`config.mk`:
```
export PLATFORM = sky130hd
export DESIGN_NAME = des_wb_multichannel
export DESIGN_NICKNAME = d
export VERILOG_FILES = /design/src/rtl/des_wb_multichannel.sv
export SDC_FILE = /design/constraint.sdc
export NUM_CORES = 1
export LEC_CHECK = 0
export CORE_ASPECT_RATIO = 0.75
export CORE_UTILIZATION = 35
export DETAILED_ROUTE_END_ITERATION = 8
export HOLD_SLACK_MARGIN = 0.12
export PLACE_DENSITY = 0.69
export SYNTH_ARGS = -nofsm -noshare
export SYNTH_HDL_FRONTEND = slang
export SYNTH_SLANG_ARGS = --single-unit
```
`constraint.sdc`:
```
create_clock -name clk -period 2.5 [get_ports clk]
set_input_delay 0.5 -clock clk [delete_from_list [all_inputs] [get_ports clk]]
set_output_delay 0.5 -clock clk [all_outputs]
set_load 0.005 [all_outputs]
```
`src/rtl/des_wb_multichannel.sv`:
```
// Wishbone register front end driving NCH external block-cipher cores.
// Each channel keeps key, input block, mode, captured result and runs a
// start / wait / capture sequence guarded by a watchdog.
module des_wb_multichannel #(
  parameter int          NCH       = 2,
  parameter int          BLK_W     = 64,
  parameter int          KEY_W     = 64,
  parameter int          TIMEOUT   = 1024,
  parameter logic [31:0] BASE_ADDR = 32'h3000_0000
) (
  input  logic                   clk,
  input  logic                   reset_n,
  input  logic                   i_wb_cyc,
  input  logic                   i_wb_stb,
  input  logic                   i_wb_we,
  input  logic [3:0]             i_wb_sel,
  input  logic [31:0]            i_wb_addr,
  input  logic [31:0]            i_wb_data,
  output logic                   o_wb_ack,
  output logic [31:0]            o_wb_data,
  output logic [NCH-1:0]         o_core_start,
  output logic [NCH-1:0]         o_core_decrypt,
  output logic [NCH*KEY_W-1:0]   o_core_key,
  output logic [NCH*BLK_W-1:0]   o_core_din,
  input  logic [NCH-1:0]         i_core_done,
  input  logic [NCH*BLK_W-1:0]   i_core_dout,
  output logic                   o_irq
);

  localparam int KW = KEY_W / 32;
  localparam int BW = BLK_W / 32;
  localparam int CW = (TIMEOUT > 0) ? $clog2(TIMEOUT + 1) : 1;

  typedef enum logic [1:0] {
    S_IDLE  = 2'd0,
    S_START = 2'd1,
    S_WAIT  = 2'd2
  } state_t;

  // Bus-side registers
  logic        r_ack;
  logic [31:0] r_rdata;
  logic        r_irq;

  // Per-channel state
  state_t           r_state     [NCH];
  state_t           w_state_nxt [NCH];
  logic [CW-1:0]    r_cnt       [NCH];
  logic [KEY_W-1:0] r_key       [NCH];
  logic [BLK_W-1:0] r_din       [NCH];
  logic [BLK_W-1:0] r_dout      [NCH];
  logic [NCH-1:0]   r_dec;
  logic [NCH-1:0]   r_irqen;
  logic [NCH-1:0]   r_done;
  logic [NCH-1:0]   r_tmo;

  // Decode
  logic        w_acc;
  logic        w_hit;
  logic        w_glob;
  logic        w_wr;
  logic [4:0]  w_ch;
  logic [3:0]  w_word;
  logic [8:0]  w_gword;
  logic [31:0] w_rdata;
  logic [NCH-1:0] w_chsel;
  logic [NCH-1:0] w_ctrl_wr;
  logic [NCH-1:0] w_start;
  logic [NCH-1:0] w_fin_ok;
  logic [NCH-1:0] w_fin_to;
  logic [NCH-1:0] w_clr;
  logic [NCH-1:0] w_irqv;
  logic           w_unused_addr;

  assign w_acc   = i_wb_cyc & i_wb_stb & ~r_ack;
  assign w_hit   = (i_wb_addr[31:12] == BASE_ADDR[31:12]);
  assign w_glob  = i_wb_addr[11];
  assign w_ch    = i_wb_addr[10:6];
  assign w_word  = i_wb_addr[5:2];
  assign w_gword = i_wb_addr[10:2];
  assign w_wr    = w_acc & i_wb_we & w_hit;
  assign w_irqv  = r_done & r_irqen;
  assign w_unused_addr = &{1'b0, i_wb_addr[1:0]};

  assign o_wb_ack       = r_ack;
  assign o_wb_data      = r_rdata;
  assign o_irq          = r_irq;
  assign o_core_decrypt = r_dec;

  // Per-channel write strobes and completion events
  always_comb begin
    w_chsel   = '0;
    w_ctrl_wr = '0;
    w_start   = '0;
    w_fin_ok  = '0;
    w_fin_to  = '0;
    w_clr     = '0;
    for (int unsigned c = 0; c < NCH; c++) begin
      w_chsel[c]   = w_wr & ~w_glob & (w_ch == 5'(c));
      w_ctrl_wr[c] = w_chsel[c] & (w_word == 4'd0) & i_wb_sel[0];
      w_start[c]   = w_ctrl_wr[c] & i_wb_data[0] & (r_state[c] == S_IDLE);
      w_fin_ok[c]  = (r_state[c] == S_WAIT) & i_core_done[c];
      // Counter holds WAIT cycles already spent; abort when this edge completes the TIMEOUT-th.
      w_fin_to[c]  = (r_state[c] == S_WAIT) & ~i_core_done[c] & (TIMEOUT > 0) &
                     ((32'(r_cnt[c]) + 32'd1) == 32'(TIMEOUT));
      w_clr[c]     = (w_chsel[c] & (w_word == 4'd1) & i_wb_sel[0] & i_wb_data[0]) |
                     (w_wr & w_glob & (w_gword == 9'd0) & i_wb_sel[0] & i_wb_data[c]);
    end
  end

  // Channel FSM next state
  always_comb begin
    for (int unsigned c = 0; c < NCH; c++) begin
      w_state_nxt[c] = r_state[c];
      case (r_state[c])
        S_IDLE:  if (w_start[c]) w_state_nxt[c] = S_START;
        S_START: w_state_nxt[c] = S_WAIT;
        S_WAIT:  if (w_fin_ok[c] | w_fin_to[c]) w_state_nxt[c] = S_IDLE;
        default: w_state_nxt[c] = S_IDLE;
      endcase
    end
  end

  // Channel FSM state register
  always_ff @(posedge clk or negedge reset_n) begin
    if (!reset_n) begin
      for (int unsigned c = 0; c < NCH; c++) r_state[c] <= S_IDLE;
    end else begin
      for (int unsigned c = 0; c < NCH; c++) r_state[c] <= w_state_nxt[c];
    end
  end

  // Channel configuration, data, status and watchdog registers
  always_ff @(posedge clk or negedge reset_n) begin
    if (!reset_n) begin
      r_dec   <= '0;
      r_irqen <= '0;
      r_done  <= '0;
      r_tmo   <= '0;
      for (int unsigned c = 0; c < NCH; c++) begin
        r_cnt[c]  <= '0;
        r_key[c]  <= '0;
        r_din[c]  <= '0;
        r_dout[c] <= '0;
      end
    end else begin
      for (int unsigned c = 0; c < NCH; c++) begin
        if (w_ctrl_wr[c]) begin
          r_irqen[c] <= i_wb_data[2];
          if (r_state[c] == S_IDLE) r_dec[c] <= i_wb_data[1];
        end
        if (w_chsel[c] && r_state[c] == S_IDLE) begin
          for (int unsigned k = 0; k < KW; k++) begin
            if (w_word == 4'(4 + k)) begin
              for (int unsigned b = 0; b < 4; b++) begin
                if (i_wb_sel[b]) r_key[c][32*k+8*b +: 8] <= i_wb_data[8*b +: 8];
              end
            end
          end
          for (int unsigned k = 0; k < BW; k++) begin
            if (w_word == 4'(8 + k)) begin
              for (int unsigned b = 0; b < 4; b++) begin
                if (i_wb_sel[b]) r_din[c][32*k+8*b +: 8] <= i_wb_data[8*b +: 8];
              end
            end
          end
        end
        if (r_state[c] == S_START)     r_cnt[c] <= '0;
        else if (r_state[c] == S_WAIT) r_cnt[c] <= r_cnt[c] + CW'(1);
        // Completion outranks a same-edge clear; start and completion cannot coincide.
        if (w_start[c]) begin
          r_done[c] <= 1'b0;
          r_tmo[c]  <= 1'b0;
        end else if (w_fin_ok[c]) begin
          r_done[c] <= 1'b1;
          r_tmo[c]  <= 1'b0;
          r_dout[c] <= i_core_dout[c*BLK_W +: BLK_W];
        end else if (w_fin_to[c]) begin
          r_done[c] <= 1'b1;
          r_tmo[c]  <= 1'b1;
        end else if (w_clr[c]) begin
          r_done[c] <= 1'b0;
          r_tmo[c]  <= 1'b0;
        end
      end
    end
  end

  // Read data multiplexer
  always_comb begin
    w_rdata = '0;
    if (w_hit) begin
      if (w_glob) begin
        if (w_gword == 9'd0)      w_rdata = 32'(w_irqv);
        else if (w_gword == 9'd1) w_rdata = {8'h02, 8'(NCH), 8'(BLK_W / 8), 8'(KEY_W / 8)};
      end else begin
        for (int unsigned c = 0; c < NCH; c++) begin
          if (w_ch == 5'(c)) begin
            if (w_word == 4'd0) w_rdata = {29'd0, r_irqen[c], r_dec[c], (r_state[c] != S_IDLE)};
            if (w_word == 4'd1) w_rdata = {30'd0, r_tmo[c], r_done[c]};
            for (int unsigned k = 0; k < KW; k++) begin
              if (w_word == 4'(4 + k)) w_rdata = r_key[c][32*k +: 32];
            end
            for (int unsigned k = 0; k < BW; k++) begin
              if (w_word == 4'(8 + k))  w_rdata = r_din[c][32*k +: 32];
              if (w_word == 4'(12 + k)) w_rdata = r_dout[c][32*k +: 32];
            end
          end
        end
      end
    end
  end

  // Bus acknowledge, registered read data and interrupt
  always_ff @(posedge clk or negedge reset_n) begin
    if (!reset_n) begin
      r_ack   <= 1'b0;
      r_rdata <= '0;
      r_irq   <= 1'b0;
    end else begin
      r_ack   <= w_acc;
      r_rdata <= (w_acc && !i_wb_we) ? w_rdata : '0;
      r_irq   <= |w_irqv;
    end
  end

  // Core-facing outputs
  always_comb begin
    o_core_start = '0;
    o_core_key   = '0;
    o_core_din   = '0;
    for (int unsigned c = 0; c < NCH; c++) begin
      o_core_start[c]               = (r_state[c] == S_START);
      o_core_key[c*KEY_W +: KEY_W]  = r_key[c];
      o_core_din[c*BLK_W +: BLK_W]  = r_din[c];
    end
  end

endmodule
```
==> results.txt <==
max_cap viols: 0
Die ar.: 64100 um2
GPL Wtd Cong: 0.923
critical path's top delay family: buffers and inverters
cell chain of the critical path: clkdlybuf4s50_1, nor4_1, nand4_1, nor2_1, buf_4, buf_4, and3_4, nor2_4, buf_12, buf_12, mux2_4
CTS buffer count: 48
slowest CP cell: clkdlybuf4s50_1
Synth area leaders: dfrtp_1, mux2_2, mux2_4, mux2_1, nand2_1
Mapped Avg Cell Area: 12.5 um2
Die X: 292 um
kind of end point of the critical path: flip-flop
final worst slack: 86.0 ps
Async S/R FF share, synth: 100%
Hold Slack: 395 ps
worst-margin pin slew: 1160 ps
DR pass1 iterations: 9
antenna violations before repair: 10
CP Launch Type: primary input
PwrDens: 512 nW/um2
synth cell count leaders: dfrtp_1, mux2_2, nand2_1
Distinct cells, synth: 74
post-placement cell area: 29700 um2
Peak VDD IR: 0.405 mV
row count: 79
crit path kind: in2reg
input/output buffers: 494
#FFs+latches synth: 452
post-synth top area share: 51.3%
most frequent cell after synthesis: dfrtp_1
Required @ worst endpoint: 2960 ps
Hold Vio Cnt, Final: 0
CTS tree: built
cell area after synthesis: 22100 um2
Syn-to-layout area delta: 42.6%
final wirelength: 84800 um
total chip power: 16.1 mW
largest family of logic cells by synthesized area: multiplexers
vias in the first global route: 18.6k
Seq/Total Area, Yosys: 51.3%
total grt overflow: 0
ANT nets after route: 0
io pins: 497
mux contribution to synthesized area: 25.4%
CTS Buffer Depth: 3
Starting Density: 35.5%
initial drt markers: 1309
nets@finish: 2619
clock slew at reported path FFs: 60 ps
CORE AREA: 62200 um2
first-pass GRT wire length: 123000 um
Synth Area in Adders: 0.567%
Setup WS pre-CTS: -492 ps
Fin Setup TNS: 0 ps
Post-synth EDFFs: 0
fillcell total: 5296
syn nets: 1973
reg-to-reg startpoint: o_wb_ack
Final Max Slew Viols: 0
DR WL/cell: 26.1 um
synth warn: 0
status: finished, final reports clean
period utilization: 96.6%
pin count of the biggest net entering global routing: 79
min Tclk post-route: 2410 ps
DP Wirelength: 62900 um
Worst EP arrival: 2870 ps
Die Span Y: 219 um
Setup-failing EPs final: 0
Static Leak: 14.3 nW
FF-to-FF path depth: 10
Compound-Gate Fraction of Synth Area: 10.2%
delay of the slowest critical-path stage: 420 ps
Min-Delay Path Class: in2async
post-synthesis simple-gate area fraction: 9.66%
CTS sink cnt: 452
GRT Total Usage: 26.0%
buffers plus inverters on the worst setup path: 5
clock root cell: clkbuf_16
reg2reg end: r_dout[27]
Slew HR: 21.9%
share of layout cells above drive strength 1: 29.5%
drc violations: 0
worst skew pair latency: 610 ps
clock skew: 32.7 ps
Post-synth top flop: dfrtp_1
total number of vias: 17.9k
largest area contributor in the synthesized netlist: dfrtp_1
crit-path max FO: 20
reg2reg setup slack: 160 ps
cell area after layout: 31500 um2
Synth Area in XOR/XNOR: 0.119%
FMAX: 0.414 GHz
vias per cell: 5.50
CTS H-tree lvls: 2
Post-Syn Instances: 1760
[power breakdown]
part	internal [mW]	switching (mW)	leakage [nW]
Combinational	0.543	0.673	7.17
Sequential	7.32	0.000417	6.32
Clock	4.44	3.15	0.801
[state kept, by name, indices dropped and copies added (netlist names)]
name and count:
r_state 4, r_dout 128, r_cnt 22, r_irqen 2
o_core_key 128, r_done 2, o_core_din 128, r_tmo 2
o_core_decrypt 2, o_irq 1, o_wb_ack 1, o_wb_data 32
[metal layers]
layer	routed length (um)	global-route usage [%]	vias up
li1	-	-	7815
met1	35800	33.8	9167
met2	39400	41.5	765
met3	7330	7.85	149
met4	2270	7.84	8
met5	57	0	-
[stage by stage]
stage	util, %	instances
after floorplan	-	1760
after global placement	47.8	3163
after detailed placement	47.8	3163
after CTS	50.5	3249
after global routing	50.6	3253
final	50.6	3256
[logic make-up (layout without fill, tap and decap cells)]
group | count (synthesis) | in the layout
flops | 452 | 452
simple gates | 385 | 385
buf+inv | 116 | 797
other cells | 0 | 5
fa+ha+maj | 10 | 10
compound gates | 335 | 335
mux | 459 | 459
xor+xnor | 3 | 3
[cells in the final DEF (no fill, tap or decap), types with 6 or more instances in the layout]
cell type        count
a222oi_1            22
clkbuf_8             7
mux2_1              64
ha_1                10
mux2i_1             10
o22ai_1             44
nand4_1             10
nor2_8               9
nand2b_1             8
nand3_1             14
nor2_2               8
o221ai_1             6
nor2_1              90
nor3_1              38
buf_4              139
o31ai_1             25
a22oi_1              8
clkbuf_1            10
nor2b_1              7
bufinv_16            6
o2bb2ai_1            6
dfrtp_1            452
mux2_2             265
o21ai_0             69
mux2_4             120
nor4_1               8
buf_12              59
inv_1               19
a211oi_1             8
a21oi_1             71
nor2_4              18
clkbuf_16           49
clkdlybuf4s50_1    490
nand2_1            127
and2_1               6
a221oi_1             6
o22a_1              19
a31oi_1              9
clkinv_2             7
[worst register-to-register path, delay by kind of cell, from the launching register on]
kind	cells	cell delay, ps
buffers and inverters	4	690
DFF	1	380
muxes	1	340
and+or+nand+nor	5	810
[how the worst max path moves through the flow]
stage | start | end | depth (start not counted)
CTS | o_wb_ack | r_dout[63] | 9
detailed placement | i_wb_addr[21] | o_core_key[116] | 10
finish | i_wb_addr[21] | r_dout[27] | 11
floorplan | i_wb_addr[31] | o_core_din[100] | 7
global route | i_wb_addr[28] | r_dout[24] | 11
global placement | i_wb_addr[3] | o_wb_data[1] | 9
[final cells by class]
class	count	area [um2]	area share, %
Antenna cell	5	12.5	0.0398
Clock buffer	66	1360	4.32
Clock inverter	19	293	0.931
Inverter	21	78.8	0.251
Multi-Input combinational cell	1192	10200	32.5
Sequential cell	452	11300	36.0
Tap cell	810	1010	3.22
Timing Repair Buffer	691	7170	22.8
[timing repair]
action / CTS / global route
hold endpoints to repair: 34 / 0
hold buffers: 1 / 0
setup buffers: 0 / 2
endpoints found under the setup margin: 0 / 87
resized for setup: 0 / 4
Note: power is estimated with default switching activity, not from simulation.
==> patch: new RTL, same settings <==
`BLK_W`: 64 -> 96.
--- a/src/rtl/des_wb_multichannel.sv
+++ b/src/rtl/des_wb_multichannel.sv
@@ -3,7 +3,7 @@
 // start / wait / capture sequence guarded by a watchdog.
 module des_wb_multichannel #(
   parameter int          NCH       = 2,
-  parameter int          BLK_W     = 64,
+  parameter int          BLK_W     = 96,
   parameter int          KEY_W     = 64,
   parameter int          TIMEOUT   = 1024,
   parameter logic [31:0] BASE_ADDR = 32'h3000_0000
Interface: changed (resized i_core_dout and o_core_din); port bits go from 497 to 625. The function was not compared with the original's and may differ.
==> patch against the unedited design <==
The run now ends with negative setup slack left; synthesized area rose by 26%; count of clock-buffer cells in the layout increased by 12; sequential cell count increased by 128; synthesized cell count up 29%; via count up 36%; global-route usage is 5.9 points higher; total power up 27%; routed wire length is 53% higher; cell area up 28%; first-iteration DRC count increased by 94%; worst setup slack got worse by 0.16 ns; critical endpoint is now o_core_din[158]$_DFFE_PN0P_; largest cell class unchanged; largest power group is now sequential cells; highest routed layer unchanged.
==> patch: results (changes against the unedited design) <==
final_util: 0.5184  # +0.01244
wl_per_cell_um: 30.56  # +17%
drive_gt1_frac: 0.3335  # +0.03817
dpl_cell_area_um2: 38200  # +29%
comb_power_share: 0.092  # +0.017
cp_slowest_cell: "nor2_1"
clk_latency_ns: 0.65  # +0.04 ns
fin_ws_ns: -0.07635  # -0.1623 ns
failed_checks: "negative setup slack"
instances_no_fill: 4259  # +31%
crit_fanout: 8  # -60%
setup_violations: 24  # +24
p_seq_uw: 9390  # +28%
clockPowerShare: 0.449  # -0.022
cp.arrival_ns: 3.10  # +0.23 ns
timing.rr.end: "o_wb_data[6]$_DFF_PN0_"
synthCells: 2275  # +29%
gp_congestion: 0.9722  # +5.3%
synth_commonest_cells: "dfrtp_1, mux2_2, o21ai_0, a21oi_1, nand2_1"
outcome: "complete, but fails checks"
dr.pass1.iters: 6  # -3
relSlewSlack: 0.3381  # +0.1196
irDropWorstVdd_uv: 453.1  # +12%
grt_pass1_wl_mm: 181.8  # +48%
synth-seq-area-share: 0.5238  # +0.01110
fin_nets: 3449  # +32%
min_period_over_period: 1.031  # +0.06494
num_vias: 24437  # +36%
crit_family: "simple AND/OR/NAND/NOR gates"
gr-usage-all-layers: 0.3188  # +0.05906
post_synth_num_cell_types: 76  # +2.7%
leakage_uw: 0.01810  # +27%
grt_antenna_before_repair: 18  # +8
## patch: per-layer routing
metal  GRT usage  share of wire  vias up
met5     0.01630         0.0020        -
met3      0.1376           0.13      258
li1            -              -    10355
met1      0.4186           0.41    12462
met4      0.1039          0.033       16
met2      0.4678           0.43     1346
## patch: final cells by class
cell class	instances	share of cell area
inverter	27	0.002519
tap	1035	0.03218
timing repair buffer	981	0.2436
clock inverter	32	0.007089
multi-input combinational	1522	0.3114
sequential	580	0.3607
clock buffer	78	0.04226
antenna	4	0.0002487
## patch: worst max path at each step
| stage | from | endpoint | slack, ns | cells after the start |
|---|---|---|---|---|
| finish | i_wb_addr[4] | o_core_din[158]$_DFFE_PN0P_ | -0.08 | 8 |
| CTS | r_state[3]$_DFFE_PN0P_ | o_core_start[0] | 0.10 | 3 |
| detailed placement | i_wb_addr[28] | r_dout[159]$_DFFE_PN0P_ | -0.57 | 9 |
| global route | i_wb_addr[31] | o_core_key[108]$_DFFE_PN0P_ | -0.0003 | 11 |
| floorplan | i_wb_addr[31] | r_dout[151]$_DFFE_PN0P_ | 0.03 | 9 |
| global placement | i_wb_addr[28] | o_core_key[79]$_DFFE_PN0P_ | -0.59 | 11 |
## patch: kinds of logic (layout without fill, tap and decap cells)
logic type	count (synthesis)	after routing	share of synthesized area
XOR/XNOR	3	3	0.0009484
adder cells (fa/ha/maj)	10	10	0.004515
multiplexers	598	598	0.2451
AND/OR/NAND/NOR	364	364	0.06764
flip-flops	580	580	0.5238
AO/OA/AOI/OAI	547	547	0.1308
buffers and inverters	173	1118	0.02718
other	0	4	0
## patch: what timing repair did
item	in CTS	in global routing
gates resized for setup	0	4
setup buffers	0	1
hold buffers	1	0
endpoints found under the setup margin	0	73
endpoints found under the hold margin	32	0
